`src/rtl/sp_ram_pkg.sv`:
```
// Shared definitions for the single-port RAM controller: controller state
// encoding and the default RAM geometry.
package sp_ram_pkg;

  localparam int DATA_WIDTH_DEF = 8;
  localparam int ADDR_WIDTH_DEF = 4;

  typedef enum logic [2:0] {
    IDLE    = 3'd0,
    WR      = 3'd1,
    RD_ADDR = 3'd2,
    RD_CAPT = 3'd3,
    RD_RESP = 3'd4
  } state_e;

endpackage

```
`src/rtl/sp_ram_ctrl.sv`:
```
// Initiator-side controller for one single-port RAM. Host burst commands are
// turned into serialized RAM write beats (one per accepted wr beat) or read
// beats (address, capture, respond). Reads return on a valid/ready stream.
module sp_ram_ctrl
  import sp_ram_pkg::*;
#(
  parameter int data_width = DATA_WIDTH_DEF,
  parameter int addr_width = ADDR_WIDTH_DEF
) (
  input  logic                  clk,
  input  logic                  rst_n,
  input  logic                  cmd_valid,
  output logic                  cmd_ready,
  input  logic                  cmd_we,
  input  logic [addr_width-1:0] cmd_addr,
  input  logic [addr_width-1:0] cmd_len,
  input  logic                  wr_valid,
  output logic                  wr_ready,
  input  logic [data_width-1:0] wr_data,
  output logic                  rsp_valid,
  input  logic                  rsp_ready,
  output logic [data_width-1:0] rsp_data,
  output logic                  busy,
  output logic                  ram_we,
  output logic [addr_width-1:0] ram_addr,
  output logic [data_width-1:0] ram_wdata,
  input  logic [data_width-1:0] ram_rdata
);

  localparam logic [addr_width-1:0] ADDR_ONE  = {{(addr_width-1){1'b0}}, 1'b1};
  localparam logic [addr_width-1:0] ADDR_ZERO = {addr_width{1'b0}};
  localparam logic [data_width-1:0] DATA_ZERO = {data_width{1'b0}};

  state_e                state_q, state_d;
  logic [addr_width-1:0] ptr_q, ptr_d;
  logic [addr_width-1:0] cnt_q, cnt_d;
  logic                  rsp_valid_q, rsp_valid_d;
  logic [data_width-1:0] rsp_data_q, rsp_data_d;

  // State, pointer, beat counter and response registers; reset drops any burst.
  always_ff @(posedge clk or negedge rst_n) begin
    if (!rst_n) begin
      state_q     <= IDLE;
      ptr_q       <= ADDR_ZERO;
      cnt_q       <= ADDR_ZERO;
      rsp_valid_q <= 1'b0;
      rsp_data_q  <= DATA_ZERO;
    end else begin
      state_q     <= state_d;
      ptr_q       <= ptr_d;
      cnt_q       <= cnt_d;
      rsp_valid_q <= rsp_valid_d;
      rsp_data_q  <= rsp_data_d;
    end
  end

  // Next-state logic plus the RAM/handshake strobes. The RAM address always
  // follows the pointer; writes are strobed in the same cycle as the wr beat.
  always_comb begin
    state_d     = state_q;
    ptr_d       = ptr_q;
    cnt_d       = cnt_q;
    rsp_valid_d = rsp_valid_q;
    rsp_data_d  = rsp_data_q;
    cmd_ready   = 1'b0;
    wr_ready    = 1'b0;
    ram_we      = 1'b0;
    ram_addr    = ptr_q;
    ram_wdata   = DATA_ZERO;
    case (state_q)
      IDLE: begin
        cmd_ready = 1'b1;
        if (cmd_valid) begin
          ptr_d   = cmd_addr;
          cnt_d   = cmd_len;
          state_d = cmd_we ? WR : RD_ADDR;
        end else begin
          state_d = IDLE;
        end
      end
      WR: begin
        wr_ready = 1'b1;
        if (wr_valid) begin
          ram_we    = 1'b1;
          ram_wdata = wr_data;
          ptr_d     = ptr_q + ADDR_ONE;
          cnt_d     = cnt_q - ADDR_ONE;
          state_d   = (cnt_q == ADDR_ZERO) ? IDLE : WR;
        end else begin
          state_d = WR;
        end
      end
      RD_ADDR: begin
        state_d = RD_CAPT;
      end
      RD_CAPT: begin
        rsp_data_d  = ram_rdata;
        rsp_valid_d = 1'b1;
        state_d     = RD_RESP;
      end
      RD_RESP: begin
        if (rsp_ready) begin
          rsp_valid_d = 1'b0;
          if (cnt_q == ADDR_ZERO) begin
            state_d = IDLE;
          end else begin
            ptr_d   = ptr_q + ADDR_ONE;
            cnt_d   = cnt_q - ADDR_ONE;
            state_d = RD_ADDR;
          end
        end else begin
          state_d = RD_RESP;
        end
      end
      default: begin
        state_d     = IDLE;
        rsp_valid_d = 1'b0;
      end
    endcase
  end

  assign busy      = (state_q != IDLE);
  assign rsp_valid = rsp_valid_q;
  assign rsp_data  = rsp_data_q;

endmodule

```
`config.mk`:
```
export PLATFORM = sky130hd
export DESIGN_NAME = sp_ram_ctrl
export DESIGN_NICKNAME = d
export VERILOG_FILES = /design/src/rtl/sp_ram_pkg.sv /design/src/rtl/sp_ram_ctrl.sv
export SDC_FILE = /design/constraint.sdc
export NUM_CORES = 1
export LEC_CHECK = 0
export ABC_AREA = 1
export BUFFER_PORTS_ARGS = -buffer_cell sky130_fd_sc_hd__buf_2
export CAP_MARGIN = 25
export CORE_MARGIN = 2
export CORE_UTILIZATION = 35
export DETAILED_ROUTE_END_ITERATION = 6
export HOLD_SLACK_MARGIN = 0.1
export PLACE_DENSITY = 0.67
export SYNTH_ARGS = -nofsm -noshare
export SYNTH_HDL_FRONTEND = slang
export SYNTH_SLANG_ARGS = --single-unit
```
`constraint.sdc`:
```
create_clock -name clk -period 2.15 [get_ports clk]
set_input_delay 0.3225 -clock clk [delete_from_list [all_inputs] [get_ports clk]]
set_output_delay 0.3225 -clock clk [all_outputs]
set_load 0.05 [all_outputs]
```
# Yosys cells after proc, flatten, opt, wreduce, memory -nomap -nowiden
# Cells that the tools add are included.
dict set report op_classes {
  bitwise_logic 1
  n_mul 0
  order_cmp 0
  shift 0
  n_eq_ne 8
  mux 25
  div 0
  addsub 2
  n_reduce_logical 7
}
# op n
set op_table {}
lappend op_table {{two-way mux 4 bit} 8}
lappend op_table {{case mux 4 bit (3 select lines)} 2}
lappend op_table {{two-way mux 8 bit} 2}
lappend op_table {{case mux 3 bit (5 select lines)} 1}
lappend op_table {{inequality test 2 bit (second input constant)} 4}
lappend op_table {{two-way mux 1 bit} 7}
lappend op_table {{== test 3 x 2 -> 1 bit (second input constant)} 2}
lappend op_table {{two-way mux 2 bit} 3}
lappend op_table {{nonzero test 3 bit} 2}
lappend op_table {{AND reduction 5 bit} 1}
lappend op_table {{adder 4 x 1 -> 4 bit (second input constant)} 1}
lappend op_table {{zero test 4 bit} 1}
lappend op_table {{subtractor 4 x 1 -> 4 bit (second input constant)} 1}
lappend op_table {{== test 3 x 1 -> 1 bit (second input constant)} 1}
lappend op_table {{== test 3 bit (second input constant)} 1}
lappend op_table {{zero test 3 bit} 1}
lappend op_table {{two-way mux 3 bit} 1}
lappend op_table {{case mux 1 bit (3 select lines)} 1}
lappend op_table {{OR reduction 3 bit} 1}
lappend op_table {{AND reduction 2 bit} 1}
lappend op_table {{NOT 1 bit} 1}
dict set report word_totals {
  reg_bits 20
  ramBits 0
  mem_count 0
  latchBits 0
  mem_bits_ro 0
}

# Depth between registers and ports, before layout
# Gate-level depths: netlist of the first run.
dict set report depth {
  ltp_word 4
  ltp_mapped 9
  mapped_depth_nobuf 9
}

# Worst setup path after synthesis of the first run
# Ideal clock, no wire load.
dict set report synth_timing {
  path_type {flip-flop to output port}
  start {register state_q[2]}
  end {output ram_wdata[0]}
  n_path_buf 2
  slack_ns 0.252
  required_ns 1.827
  arrival_time_ns 1.576
  path_stages_with_launch 6
  cell_sequence {dfrtp_1 inv_2 nand3_1 buf_4 buf_4 nor2_1}
}
dict set report synth_via {
  elab_chain_cells 2
}
# item line_no
set synth_rtl {}
lappend synth_rtl {{start: declaration} sp_ram_ctrl.sv:34} ;# state_e state_q, state_d;
lappend synth_rtl {{start signal: assignment} sp_ram_ctrl.sv:49} ;# state_q <= state_d;
lappend synth_rtl {{== test 3 x 1 -> 1 bit} sp_ram_ctrl.sv:70} ;# case (state_q)
lappend synth_rtl {{two-way mux 8 bit} sp_ram_ctrl.sv:70}
lappend synth_rtl {{end: declaration} sp_ram_ctrl.sv:26} ;# output logic [data_width-1:0] ram_wdata,
# No other way between the ends.

# Final worst setup path of the first run
dict set report layout_timing {
  start {register state_q[1]}
  end {output ram_wdata[1]}
}
# Same word-level chain as after synthesis.

==> results of run 1 <==
-- critical path: cells and delay by family, from the launching register on --
| kind | cells | cell delay, ns |
|---|---|---|
| simple gates | 2 | 0.38 |
| flops | 1 | 0.46 |
| buf+inv | 2 | 0.41 |
-- state kept, by name, indices dropped and copies added (netlist names) --
| register | flops |
|---|---|
| cnt_q | 4 |
| rsp_valid | 1 |
| ram_addr | 4 |
| state_q | 3 |
| rsp_data | 8 |
-- cell usage after synthesis --
| library cell | count | area [sq um] |
|---|---|---|
| sky130_fd_sc_hd__inv_1 | 12 | 45.0 |
| sky130_fd_sc_hd__inv_2 | 2 | 7.51 |
| sky130_fd_sc_hd__nor2_1 | 16 | 60.1 |
| sky130_fd_sc_hd__clkbuf_1 | 1 | 3.75 |
| sky130_fd_sc_hd__nor2_4 | 2 | 22.5 |
| sky130_fd_sc_hd__dfrtp_1 | 20 | 500 |
| sky130_fd_sc_hd__nand3_1 | 27 | 135 |
| sky130_fd_sc_hd__xor2_1 | 2 | 17.5 |
| sky130_fd_sc_hd__ha_1 | 2 | 25.0 |
| sky130_fd_sc_hd__o21ai_1 | 1 | 5.00 |
| sky130_fd_sc_hd__nand3b_1 | 1 | 7.51 |
| sky130_fd_sc_hd__nand2_2 | 4 | 25.0 |
| sky130_fd_sc_hd__nand4_1 | 1 | 6.26 |
| sky130_fd_sc_hd__nand2_1 | 51 | 191 |
| sky130_fd_sc_hd__o211ai_1 | 1 | 7.51 |
| sky130_fd_sc_hd__mux2_2 | 8 | 90.1 |
| sky130_fd_sc_hd__buf_4 | 2 | 15.0 |
| sky130_fd_sc_hd__nor2_2 | 2 | 12.5 |
| sky130_fd_sc_hd__a21oi_1 | 3 | 15.0 |
-- per-layer routing --
metal  routed length (um)  part of all wire [%]  GRT usage [%]  vias up
met5                    0                     0              0        -
met4                   23                  0.89           5.83        0
met3                  191                   7.4           1.80        2
met2                 1180                    46           22.4       55
met1                 1190                    46           17.6      517
li1                     -                     -              -      621
-- kinds of logic after synthesis --
logic type / share of synthesized area, %
buffers and inverters: 5.98
xor gates and xnor gates: 1.47
adders and majority gates: 2.10
AOI/OAI and AO/OA: 2.31
and+or+nand+nor: 38.6
DFF: 42.0
muxes: 7.56
-- final cells by class --
cell class / count / area (sq um)
clock buffers: 4 / 36.3
fillers: 348 / 1750
inverters: 14 / 52.6
multi-input cells: 121 / 626
flip-flops and latches: 20 / 500
well taps: 46 / 57.6
repair buffers: 56 / 288
-- worst paths after layout --
path / to / cells after the start
setup / recovery: ram_wdata[1] / 4
hold / removal: rsp_data[7]$_DFFE_PN0P_ / 2
setup reg to reg: cnt_q[3]$_DFFE_PN0P_ / 8
hold reg to reg: cnt_q[0]$_DFFE_PN0P_ / 2
max in group asynchronous: rsp_data[3]$_DFFE_PN0P_ / 2
min in group asynchronous: rsp_data[7]$_DFFE_PN0P_ / 2
-- repair_timing --
item,4_1_cts,5_1_grt
hold buffers,1,0
endpoints found under the hold margin,20,0
resized for setup,0,1
endpoints found under the setup margin,0,2
-- through the flow --
| step | total power [mW] | utilization, % | instance area, sq um | instances | setup slack (ns) |
|---|---|---|---|---|---|
| floorplan | 2.25 | - | 1190 | 158 | 0.252 |
| global placement | 2.65 | 45.6 | 1510 | 256 | 0.454 |
| detailed placement | 2.64 | 45.6 | 1510 | 256 | 0.457 |
| CTS | 2.87 | 47.0 | 1560 | 261 | 0.129 |
| global route | 3.09 | 47.1 | 1560 | 261 | 0.117 |
| finish | 2.85 | 47.1 | 1560 | 261 | 0.282 |
-- power by group through the flow --
stage	combinational [mW]	clock, mW	sequential, mW
floorplan	1.11	0	1.14
global placement	1.93	0	0.725
detailed placement	1.92	0	0.725
CTS	1.92	0.223	0.721
global route	2.10	0.234	0.755
finish	1.91	0.210	0.724
==> impl_metrics.prom, run 1 <==
# TYPE chip_impl_metric gauge
chip_impl_info{name="run_status",value="finished, final reports clean"} 1
chip_impl_metric{name="post_drt_wl_per_cell",unit="um"} 9.89
chip_impl_metric{name="die-width",unit="um"} 62.4
chip_impl_metric{name="setup_violations",unit=""} 0
chip_impl_metric{name="die_height",unit="um"} 62.4
chip_impl_metric{name="worst_clock_skew",unit="ns"} 0.00754
chip_impl_metric{name="sw_frac_of_total",unit="%"} 57.5
chip_impl_metric{name="maxClockFrequency",unit="GHz"} 0.535
chip_impl_metric{name="yosys_register_bits",unit=""} 20
chip_impl_metric{name="latest_clock_arrival_within_the_worst_skew_pair",unit="ns"} 0.29
chip_impl_metric{name="grt_pass1_wl",unit="um"} 4350
chip_impl_metric{name="rrSetupSlack",unit="ns"} 0.59
chip_impl_metric{name="final-max-slew-violation-count",unit=""} 0
chip_impl_metric{name="total_switching_power",unit="mW"} 1.64
chip_impl_metric{name="report.final.hold_viol_count",unit=""} 0
chip_impl_metric{name="antenna_violating_nets_post_route",unit=""} 0
chip_impl_metric{name="clkSinkCount",unit=""} 20
chip_impl_metric{name="first_global_vias",unit=""} 1083
chip_impl_info{name="critical_path.reg2reg.startpoint",value="state_q[1]$_DFF_PN0_"} 1
chip_impl_metric{name="clkPwrFrac",unit="%"} 7.4
chip_impl_metric{name="grt_start_max_net_pins",unit=""} 21
chip_impl_metric{name="numCtsBuffers",unit=""} 3
chip_impl_metric{name="min_period_over_period",unit="%"} 86.9
chip_impl_metric{name="synth_cell_type_count",unit=""} 19
chip_impl_metric{name="timing.hold.ws",unit="ns"} 0.251
chip_impl_metric{name="post_synth.cell_area_avg",unit="sq um"} 7.55
chip_impl_metric{name="combPwrFrac",unit="%"} 67.2
chip_impl_metric{name="power_leakage",unit="nW"} 0.896
chip_impl_metric{name="critPathRequiredTime",unit="ns"} 1.83
chip_impl_metric{name="area_delta_synth_final",unit="%"} 30.9
chip_impl_info{name="crit_start",value="state_q[1]$_DFF_PN0_"} 1
chip_impl_info{name="tritoncts_clock_tree",value="yes"} 1
chip_impl_metric{name="max-slew-margin-rel",unit="%"} 71.1
chip_impl_metric{name="final_period_minus_worst_setup_slack",unit="ns"} 1.87
chip_impl_metric{name="netlist_area",unit="sq um"} 1190
chip_impl_metric{name="worst-slew-pin-transition",unit="ns"} 0.434
chip_impl_metric{name="route.detailed.vias_per_inst",unit=""} 4.58
chip_impl_metric{name="totalWireLength",unit="um"} 2580
chip_impl_metric{name="power.density_cell_area",unit="nW/um^2"} 1820
chip_impl_metric{name="port_buffers",unit=""} 54
chip_impl_metric{name="pwr-share-seq",unit="%"} 25.4
chip_impl_metric{name="clock_tree.buffer_depth",unit=""} 2
chip_impl_metric{name="num_rows",unit=""} 21
chip_impl_metric{name="core",unit="sq um"} 3310
chip_impl_info{name="hp-class",value="primary input to flop"} 1
chip_impl_metric{name="overflow",unit=""} 0
chip_impl_metric{name="grt_util_all_layers",unit="%"} 13.5
chip_impl_info{name="path_class",value="flop to primary output"} 1
chip_impl_metric{name="io_pins",unit=""} 55
chip_impl_info{name="hold_path_startpoint",value="ram_rdata[7]"} 1
chip_impl_info{name="mostFrequentLayoutCells",value="sky130_fd_sc_hd__buf_2 (54), sky130_fd_sc_hd__nand2_1 (51), sky130_fd_sc_hd__nand3_1 (26)"} 1
chip_impl_metric{name="max_cap_violations",unit=""} 0
chip_impl_metric{name="htree_num_levels",unit=""} 1
chip_impl_info{name="crit_chain",value="inv_1 -> nand3_2 -> nor2_1 -> buf_2"} 1
chip_impl_metric{name="via_count",unit=""} 1195
chip_impl_metric{name="antenna_found_initial",unit=""} 0
chip_impl_info{name="slowest_stage",value="sky130_fd_sc_hd__dfrtp_1"} 1
chip_impl_metric{name="dp.final_hpwl",unit="um"} 1970
chip_impl_info{name="setup.worst_path.start_class",value="flop"} 1
chip_impl_metric{name="dr.first_iter.drc_count",unit=""} 37
chip_impl_metric{name="crit_fanout",unit=""} 13
chip_impl_metric{name="detail_route.first_pass.iterations",unit=""} 4
chip_impl_metric{name="number_of_antenna_repair_diodes",unit=""} 0
chip_impl_metric{name="die_area",unit="sq um"} 3890
chip_impl_metric{name="gp_congestion",unit=""} 0.820
chip_impl_metric{name="cellInternalPower",unit="mW"} 1.21
chip_impl_metric{name="synth-warning-count",unit=""} 0
chip_impl_metric{name="peakVddDrop",unit="uV"} 791
chip_impl_info{name="most_common_library_cell_in_the_layout_ignoring_fill_and_taps",value="sky130_fd_sc_hd__buf_2"} 1
chip_impl_metric{name="number_of_setup_buffers_added_after_cts",unit=""} 0
chip_impl_info{name="worstSetupEndpointType",value="primary output"} 1
chip_impl_info{name="cts_root_buffer",value="sky130_fd_sc_hd__clkbuf_4"} 1
chip_impl_metric{name="worstPathArrival",unit="ns"} 1.55
chip_impl_metric{name="synth.yosys.seq_area_share",unit="%"} 42.0
chip_impl_metric{name="max_stage_delay",unit="ns"} 0.46
chip_impl_metric{name="effective_utilization_at_floorplan",unit="%"} 36.0
chip_impl_info{name="rsz0062_at_grt",value="false"} 1
chip_impl_metric{name="syn_nets",unit=""} 190
chip_impl_metric{name="layout-drive-gt1-share",unit="%"} 36.3
chip_impl_metric{name="nNetsFinal",unit=""} 248
chip_impl_metric{name="fin_tns_setup",unit="ns"} 0
chip_impl_metric{name="synthCells",unit=""} 158
chip_impl_metric{name="drc_viols",unit=""} 0
chip_impl_metric{name="clkSlewWorstSetupHoldPaths",unit="ns"} 0.11
Power figures use the tool's default switching activity.
==> run 2, diff against run 1 <==
--- a/config.mk
+++ b/config.mk
@@ -12,7 +12,6 @@
 export CORE_UTILIZATION = 35
 export DETAILED_ROUTE_END_ITERATION = 6
 export HOLD_SLACK_MARGIN = 0.1
-export PLACE_DENSITY = 0.67
 export SYNTH_ARGS = -nofsm -noshare
 export SYNTH_HDL_FRONTEND = slang
 export SYNTH_SLANG_ARGS = --single-unit
==> run 2 against run 1 <==
  * Routed wire length rose by 3.1%
  * Fmax fell by 0.23%
  * Sequential share of layout area rose by 0.29 points
  * Design area fell by 0.88%
  * Final cell count fell by 0.38%
  * Register-to-register slack improved by 0.02 ns
  * Utilization fell by 0.42 points
==> impl_metrics.prom, run 2 (synthesis gave the netlist of run 1 again) <==
# TYPE chip_impl_metric gauge
chip_impl_metric{name="largest_register_ffs",unit=""} 8
chip_impl_info{name="cts_root_buffer",value="sky130_fd_sc_hd__clkbuf_4"} 1
chip_impl_info{name="setup.worst_path.start_class",value="flop"} 1
chip_impl_metric{name="core",unit="sq um"} 3310
chip_impl_metric{name="effective_utilization_at_floorplan",unit="%"} 36.0
chip_impl_metric{name="latest_clock_arrival_within_the_worst_skew_pair",unit="ns"} 0.28
chip_impl_metric{name="totalWireLength",unit="um"} 2660
chip_impl_info{name="worstSetupEndpointType",value="primary output"} 1
chip_impl_metric{name="area_delta_synth_final",unit="%"} 29.7
chip_impl_info{name="most_common_library_cell_in_the_layout_ignoring_fill_and_taps",value="sky130_fd_sc_hd__buf_2"} 1
chip_impl_metric{name="post_drt_wl_per_cell",unit="um"} 10.2
chip_impl_metric{name="clkSinkCount",unit=""} 20
chip_impl_metric{name="dp.final_hpwl",unit="um"} 2060
chip_impl_metric{name="number_of_antenna_repair_diodes",unit=""} 0
chip_impl_metric{name="htree_num_levels",unit=""} 1
chip_impl_metric{name="post-place-cells",unit=""} 256
chip_impl_metric{name="final-max-slew-violation-count",unit=""} 0
chip_impl_metric{name="layout-drive-gt1-share",unit="%"} 36.0
chip_impl_metric{name="nNetsFinal",unit=""} 248
chip_impl_info{name="run_status",value="finished, final reports clean"} 1
chip_impl_metric{name="grt_util_all_layers",unit="%"} 14.3
chip_impl_metric{name="drc_viols",unit=""} 0
chip_impl_metric{name="min_period_over_period",unit="%"} 87.1
chip_impl_metric{name="critPathRequiredTime",unit="ns"} 1.83
chip_impl_metric{name="post_layout_instance_count_excluding_filler_cells",unit=""} 260
chip_impl_info{name="hold_path_startpoint",value="ram_rdata[6]"} 1
chip_impl_info{name="end_of_the_worst_register_to_register_path",value="cnt_q[3]$_DFFE_PN0P_"} 1
chip_impl_metric{name="peakVddDrop",unit="uV"} 930
chip_impl_metric{name="final_period_minus_worst_setup_slack",unit="ns"} 1.87
chip_impl_metric{name="die_height",unit="um"} 62.4
chip_impl_metric{name="max_cap_violations",unit=""} 0
chip_impl_metric{name="first_global_vias",unit=""} 1094
chip_impl_metric{name="postPlaceCellArea",unit="sq um"} 1510
chip_impl_metric{name="via_count",unit=""} 1195
chip_impl_metric{name="die_area",unit="sq um"} 3890
chip_impl_metric{name="report.final.hold_viol_count",unit=""} 0
chip_impl_info{name="critical_path.reg2reg.startpoint",value="state_q[1]$_DFF_PN0_"} 1
chip_impl_info{name="rsz0062_at_grt",value="false"} 1
chip_impl_metric{name="gp_congestion",unit=""} 0.777
chip_impl_metric{name="dr.first_iter.drc_count",unit=""} 47
chip_impl_metric{name="timing.hold.ws",unit="ns"} 0.258
chip_impl_metric{name="io_pins",unit=""} 55
chip_impl_info{name="mostFrequentLayoutCells",value="sky130_fd_sc_hd__buf_2 (54), sky130_fd_sc_hd__nand2_1 (51), sky130_fd_sc_hd__nand3_1 (26)"} 1
chip_impl_info{name="path_class",value="flop to primary output"} 1
chip_impl_metric{name="worstPathArrival",unit="ns"} 1.55
chip_impl_metric{name="power.density_cell_area",unit="nW/um^2"} 1820
chip_impl_metric{name="final_cell_area_excluding_filler_cells",unit="sq um"} 1550
chip_impl_metric{name="route.detailed.vias_per_inst",unit=""} 4.60
chip_impl_metric{name="die-width",unit="um"} 62.4
chip_impl_info{name="hp-class",value="primary input to flop"} 1
chip_impl_metric{name="antenna_found_initial",unit=""} 0
chip_impl_metric{name="dp_slack",unit="ns"} 0.427
chip_impl_metric{name="fin_tns_setup",unit="ns"} 0
chip_impl_info{name="min_to",value="rsp_data[6]$_DFFE_PN0P_"} 1
chip_impl_metric{name="totalPowerFinal",unit="mW"} 2.81
chip_impl_metric{name="overflow",unit=""} 0
chip_impl_metric{name="detail_route.first_pass.iterations",unit=""} 4
chip_impl_metric{name="grt_pass1_wl",unit="um"} 4620
chip_impl_metric{name="clock_tree.buffer_depth",unit=""} 2
chip_impl_metric{name="number_of_setup_buffers_added_after_cts",unit=""} 0
chip_impl_metric{name="port_buffers",unit=""} 54
chip_impl_metric{name="worst-slew-pin-transition",unit="ns"} 0.442
chip_impl_metric{name="setup_violations",unit=""} 0
chip_impl_metric{name="clkSlewWorstSetupHoldPaths",unit="ns"} 0.10
chip_impl_metric{name="power_leakage",unit="nW"} 0.888
chip_impl_metric{name="holdPathStages",unit=""} 2
chip_impl_metric{name="final.fill_count",unit=""} 351
chip_impl_metric{name="post-route-util",unit="%"} 46.7
chip_impl_metric{name="crit_fanout",unit=""} 13
chip_impl_metric{name="max-slew-margin-rel",unit="%"} 70.5
chip_impl_metric{name="maxClockFrequency",unit="GHz"} 0.534
chip_impl_info{name="tritoncts_clock_tree",value="yes"} 1
chip_impl_metric{name="final_worst_setup_slack",unit="ns"} 0.278
chip_impl_metric{name="worst_clock_skew",unit="ns"} 0.00268
chip_impl_metric{name="grt_start_max_net_pins",unit=""} 21
chip_impl_metric{name="rrSetupSlack",unit="ns"} 0.61
chip_impl_metric{name="numCtsBuffers",unit=""} 3
chip_impl_metric{name="antenna_violating_nets_post_route",unit=""} 0
chip_impl_metric{name="reg2regPathDepth",unit=""} 8
chip_impl_metric{name="num_rows",unit=""} 21
==> run 2: changes by cell type in the layout (fill, tap and decap cells not counted), sizes merged <==
cell | before | now
clkbuf | 4 | 3
==> run 2: area by class of cell <==
| type | count | area, sq um | share of cell area (%) |
|---|---|---|---|
| timing repair buffer | 56 | 288 | 18.6 |
| tap | 46 | 57.6 | 3.72 |
| clock buffer | 3 | 22.5 | 1.46 |
| multi-input combinational | 121 | 626 | 40.5 |
| sequential | 20 | 500 | 32.4 |
| inverter | 14 | 52.6 | 3.40 |
==> run 2: where the power goes <==
part | internal (mW) | switching [mW] | total [mW]
Clock | 0.0650 | 0.103 | 0.168
Sequential | 0.568 | 0.157 | 0.725
Combinational | 0.537 | 1.38 | 1.92
Total | 1.17 | 1.64 | 2.81
==> run 2: worst max path at each step <==
stage	from	endpoint	slack [ns]	cells after the start
6_report	state_q[1]$_DFF_PN0_	ram_wdata[1]	0.28	4
5_1_grt	state_q[1]$_DFF_PN0_	ram_wdata[6]	0.10	4
4_1_cts	state_q[1]$_DFF_PN0_	ram_wdata[1]	0.1	4
3_5_place_dp	state_q[1]$_DFF_PN0_	ram_wdata[1]	0.43	4
3_3_place_gp	state_q[1]$_DFF_PN0_	ram_wdata[6]	0.48	4
2_1_floorplan	state_q[2]$_DFF_PN0_	ram_wdata[0]	0.25	5
==> run 2: per-layer routing <==
metal  global-route usage, %  wire [um]
met5                       0          0
met3                    1.98        170
met4                    5.83         19
met1                    19.8       1340
met2                    22.6       1130
==> run 2: critical path: stages, from the launching register on <==
cell	delay, ns
sky130_fd_sc_hd__dfrtp_1	0.47
sky130_fd_sc_hd__inv_1	0.14
sky130_fd_sc_hd__nand3_2	0.22
sky130_fd_sc_hd__nor2_1	0.16
sky130_fd_sc_hd__buf_2	0.28
==> run 2: timing repair <==
| item | 4_1_cts | 5_1_grt |
|---|---|---|
| hold endpoints to repair | 20 | 0 |
| gates resized for setup | 0 | 1 |
| hold buffers | 1 | 0 |
| setup endpoints to repair | 0 | 9 |
==> run 3, diff against run 2 <==
--- a/config.mk
+++ b/config.mk
@@ -9,9 +9,11 @@
 export BUFFER_PORTS_ARGS = -buffer_cell sky130_fd_sc_hd__buf_2
 export CAP_MARGIN = 25
 export CORE_MARGIN = 2
-export CORE_UTILIZATION = 35
+export CORE_UTILIZATION = 49
 export DETAILED_ROUTE_END_ITERATION = 6
 export HOLD_SLACK_MARGIN = 0.1
+export PLACE_DENSITY = 0.83
 export SYNTH_ARGS = -nofsm -noshare
 export SYNTH_HDL_FRONTEND = slang
 export SYNTH_SLANG_ARGS = --single-unit
+export TNS_END_PERCENT = 5
==> run 3 against run 2 <==
  * Global-route usage up 8.4 points
  * Final cell count is 6.5% lower
  * Worst hold slack got worse by 0.0020 ns
  * First-iteration DRC count unchanged
  * Fmax up 0.60%
  * Critical endpoint is now ram_wdata[6]
  * Die area is 27% lower
  * Total power is 2.0% higher
  * Setup slack better by 0.011 ns
  * Clock skew grew 0.0031 ns
  * Combinational power about the same
  * Count of clock-buffer cells in the layout grew 1
==> impl_metrics.prom, run 3 (synthesis gave the netlist of run 1 again) <==
# TYPE chip_impl_metric gauge
chip_impl_metric{name="maxClockFrequency",unit="GHz"} 0.537
chip_impl_metric{name="peakVddDrop",unit="uV"} 1250
chip_impl_metric{name="die-width",unit="um"} 53.3
chip_impl_metric{name="postPlaceCellArea",unit="sq um"} 1490
chip_impl_metric{name="max-slew-margin-rel",unit="%"} 72.2
chip_impl_metric{name="area_delta_synth_final",unit="%"} 29.0
chip_impl_metric{name="critPathRequiredTime",unit="ns"} 1.83
chip_impl_metric{name="nNetsFinal",unit=""} 248
chip_impl_metric{name="effective_utilization_at_floorplan",unit="%"} 52.9
chip_impl_metric{name="worstPathArrival",unit="ns"} 1.54
chip_impl_info{name="rsz0062_at_grt",value="false"} 1
chip_impl_metric{name="report.final.hold_viol_count",unit=""} 0
chip_impl_metric{name="crit_fanout",unit=""} 13
chip_impl_metric{name="htree_num_levels",unit=""} 1
chip_impl_metric{name="post_drt_wl_per_cell",unit="um"} 11.3
chip_impl_metric{name="worst-slew-pin-transition",unit="ns"} 0.418
chip_impl_metric{name="numCtsBuffers",unit=""} 3
chip_impl_metric{name="first_global_vias",unit=""} 1119
chip_impl_metric{name="antenna_found_initial",unit=""} 0
chip_impl_metric{name="port_buffers",unit=""} 54
chip_impl_metric{name="power.density_cell_area",unit="nW/um^2"} 1870
chip_impl_metric{name="grt_pass1_wl",unit="um"} 4710
chip_impl_metric{name="via_count",unit=""} 1247
chip_impl_info{name="most_common_library_cell_in_the_layout_ignoring_fill_and_taps",value="sky130_fd_sc_hd__buf_2"} 1
chip_impl_metric{name="final-max-slew-violation-count",unit=""} 0
chip_impl_info{name="hp-class",value="primary input to flop"} 1
chip_impl_metric{name="dp.final_hpwl",unit="um"} 2220
chip_impl_info{name="setup.worst_path.start_class",value="flop"} 1
chip_impl_info{name="path_class",value="flop to primary output"} 1
chip_impl_info{name="worstSetupEndpointType",value="primary output"} 1
chip_impl_metric{name="dr.first_iter.drc_count",unit=""} 47
chip_impl_metric{name="clock_tree.buffer_depth",unit=""} 2
chip_impl_metric{name="detail_route.first_pass.iterations",unit=""} 4
chip_impl_metric{name="setup_violations",unit=""} 0
chip_impl_metric{name="io_pins",unit=""} 55
chip_impl_metric{name="grt_start_max_net_pins",unit=""} 21
chip_impl_info{name="cts_root_buffer",value="sky130_fd_sc_hd__clkbuf_4"} 1
chip_impl_metric{name="clkSinkCount",unit=""} 20
chip_impl_metric{name="min_period_over_period",unit="%"} 86.6
chip_impl_metric{name="number_of_antenna_repair_diodes",unit=""} 0
chip_impl_metric{name="overflow",unit=""} 0
chip_impl_metric{name="route.detailed.vias_per_inst",unit=""} 5.13
chip_impl_metric{name="max_cap_violations",unit=""} 0
chip_impl_metric{name="final_cell_area_excluding_filler_cells",unit="sq um"} 1540
chip_impl_metric{name="die_height",unit="um"} 53.3
chip_impl_metric{name="num_rows",unit=""} 17
chip_impl_metric{name="totalWireLength",unit="um"} 2740
chip_impl_metric{name="gp_congestion",unit=""} 0.838
chip_impl_info{name="run_status",value="finished, final reports clean"} 1
chip_impl_metric{name="worst_clock_skew",unit="ns"} 0.00574
chip_impl_metric{name="power_leakage",unit="nW"} 0.896
chip_impl_metric{name="layout-drive-gt1-share",unit="%"} 36.3
chip_impl_info{name="tritoncts_clock_tree",value="yes"} 1
chip_impl_metric{name="latest_clock_arrival_within_the_worst_skew_pair",unit="ns"} 0.29
chip_impl_metric{name="clkSlewWorstSetupHoldPaths",unit="ns"} 0.10
chip_impl_metric{name="drc_viols",unit=""} 0
chip_impl_metric{name="largest_register_ffs",unit=""} 8
chip_impl_info{name="mostFrequentLayoutCells",value="sky130_fd_sc_hd__buf_2 (54), sky130_fd_sc_hd__nand2_1 (51), sky130_fd_sc_hd__nand3_1 (26)"} 1
chip_impl_metric{name="antenna_violating_nets_post_route",unit=""} 0
chip_impl_metric{name="post-route-util",unit="%"} 68.2
chip_impl_metric{name="final_period_minus_worst_setup_slack",unit="ns"} 1.86
chip_impl_metric{name="fin_tns_setup",unit="ns"} 0
chip_impl_metric{name="die_area",unit="sq um"} 2840
chip_impl_metric{name="core",unit="sq um"} 2250
chip_impl_metric{name="grt_util_all_layers",unit="%"} 22.7
==> run 3: per-layer routing <==
| layer | vias to the layer above | share of wire (%) | track usage, % |
|---|---|---|---|
| met5 | - | 0 | 0 |
| met4 | 0 | 1.2 | 9.40 |
| met3 | 4 | 9.2 | 2.54 |
| met2 | 72 | 47 | 39.5 |
| met1 | 549 | 42 | 28.3 |
| li1 | 622 | - | - |
==> run 3: worst max-delay path, cell delays in order, from the launching register on <==
cell,delay [ns]
sky130_fd_sc_hd__dfrtp_1,0.47
sky130_fd_sc_hd__inv_1,0.14
sky130_fd_sc_hd__nand3_2,0.22
sky130_fd_sc_hd__nor2_1,0.15
sky130_fd_sc_hd__buf_2,0.27
==> run 3: per-stage QoR <==
stage	hold slack (ns)	std cells	worst slack (ns)	total power [mW]
2_1_floorplan	0.0269	158	0.252	2.25
3_3_place_gp	0.270	238	0.544	2.61
3_5_place_dp	0.279	238	0.448	2.66
4_1_cts	0.249	243	0.116	2.87
5_1_grt	0.244	243	0.143	3.14
6_report	0.256	243	0.289	2.87
==> run 3: timing repair <==
item | CTS | global route
hold buffers | 1 | 0
gates resized for setup | 0 | 1
endpoints found under the setup margin | 0 | 5
setup buffers | 0 | 0
endpoints found under the hold margin | 20 | 0
==> run 3: path summary, 6_finish.rpt <==
path / slack (ns) / end / cells past startpoint / from
min: 0.26 / rsp_data[7]$_DFFE_PN0P_ / 2 / ram_rdata[7]
max reg2reg: 0.58 / cnt_q[0]$_DFFE_PN0P_ / 8 / state_q[1]$_DFF_PN0_
max: 0.29 / ram_wdata[6] / 4 / state_q[1]$_DFF_PN0_
max in group asynchronous: 1.36 / cnt_q[2]$_DFFE_PN0P_ / 2 / rst_n
min in group asynchronous: 0.50 / rsp_data[1]$_DFFE_PN0P_ / 2 / rst_n
min reg2reg: 0.49 / cnt_q[0]$_DFFE_PN0P_ / 2 / cnt_q[0]$_DFFE_PN0P_
==> run 3: layout make-up <==
type | count | area (sq um)
multi-input combinational | 121 | 626
fill | 195 | 717
timing repair buffer | 56 | 288
clock buffer | 4 | 36.3
inverter | 14 | 52.6
tap | 28 | 35.0
sequential | 20 | 500
==> run 3: where the power goes <==
part / leakage (nW) / total (mW) / switching [mW] / internal (mW)
registers: 0.243 / 0.725 / 0.158 / 0.568
logic: 0.632 / 1.94 / 1.40 / 0.539
clock network: 0.0210 / 0.203 / 0.100 / 0.103
total: 0.896 / 2.87 / 1.66 / 1.21
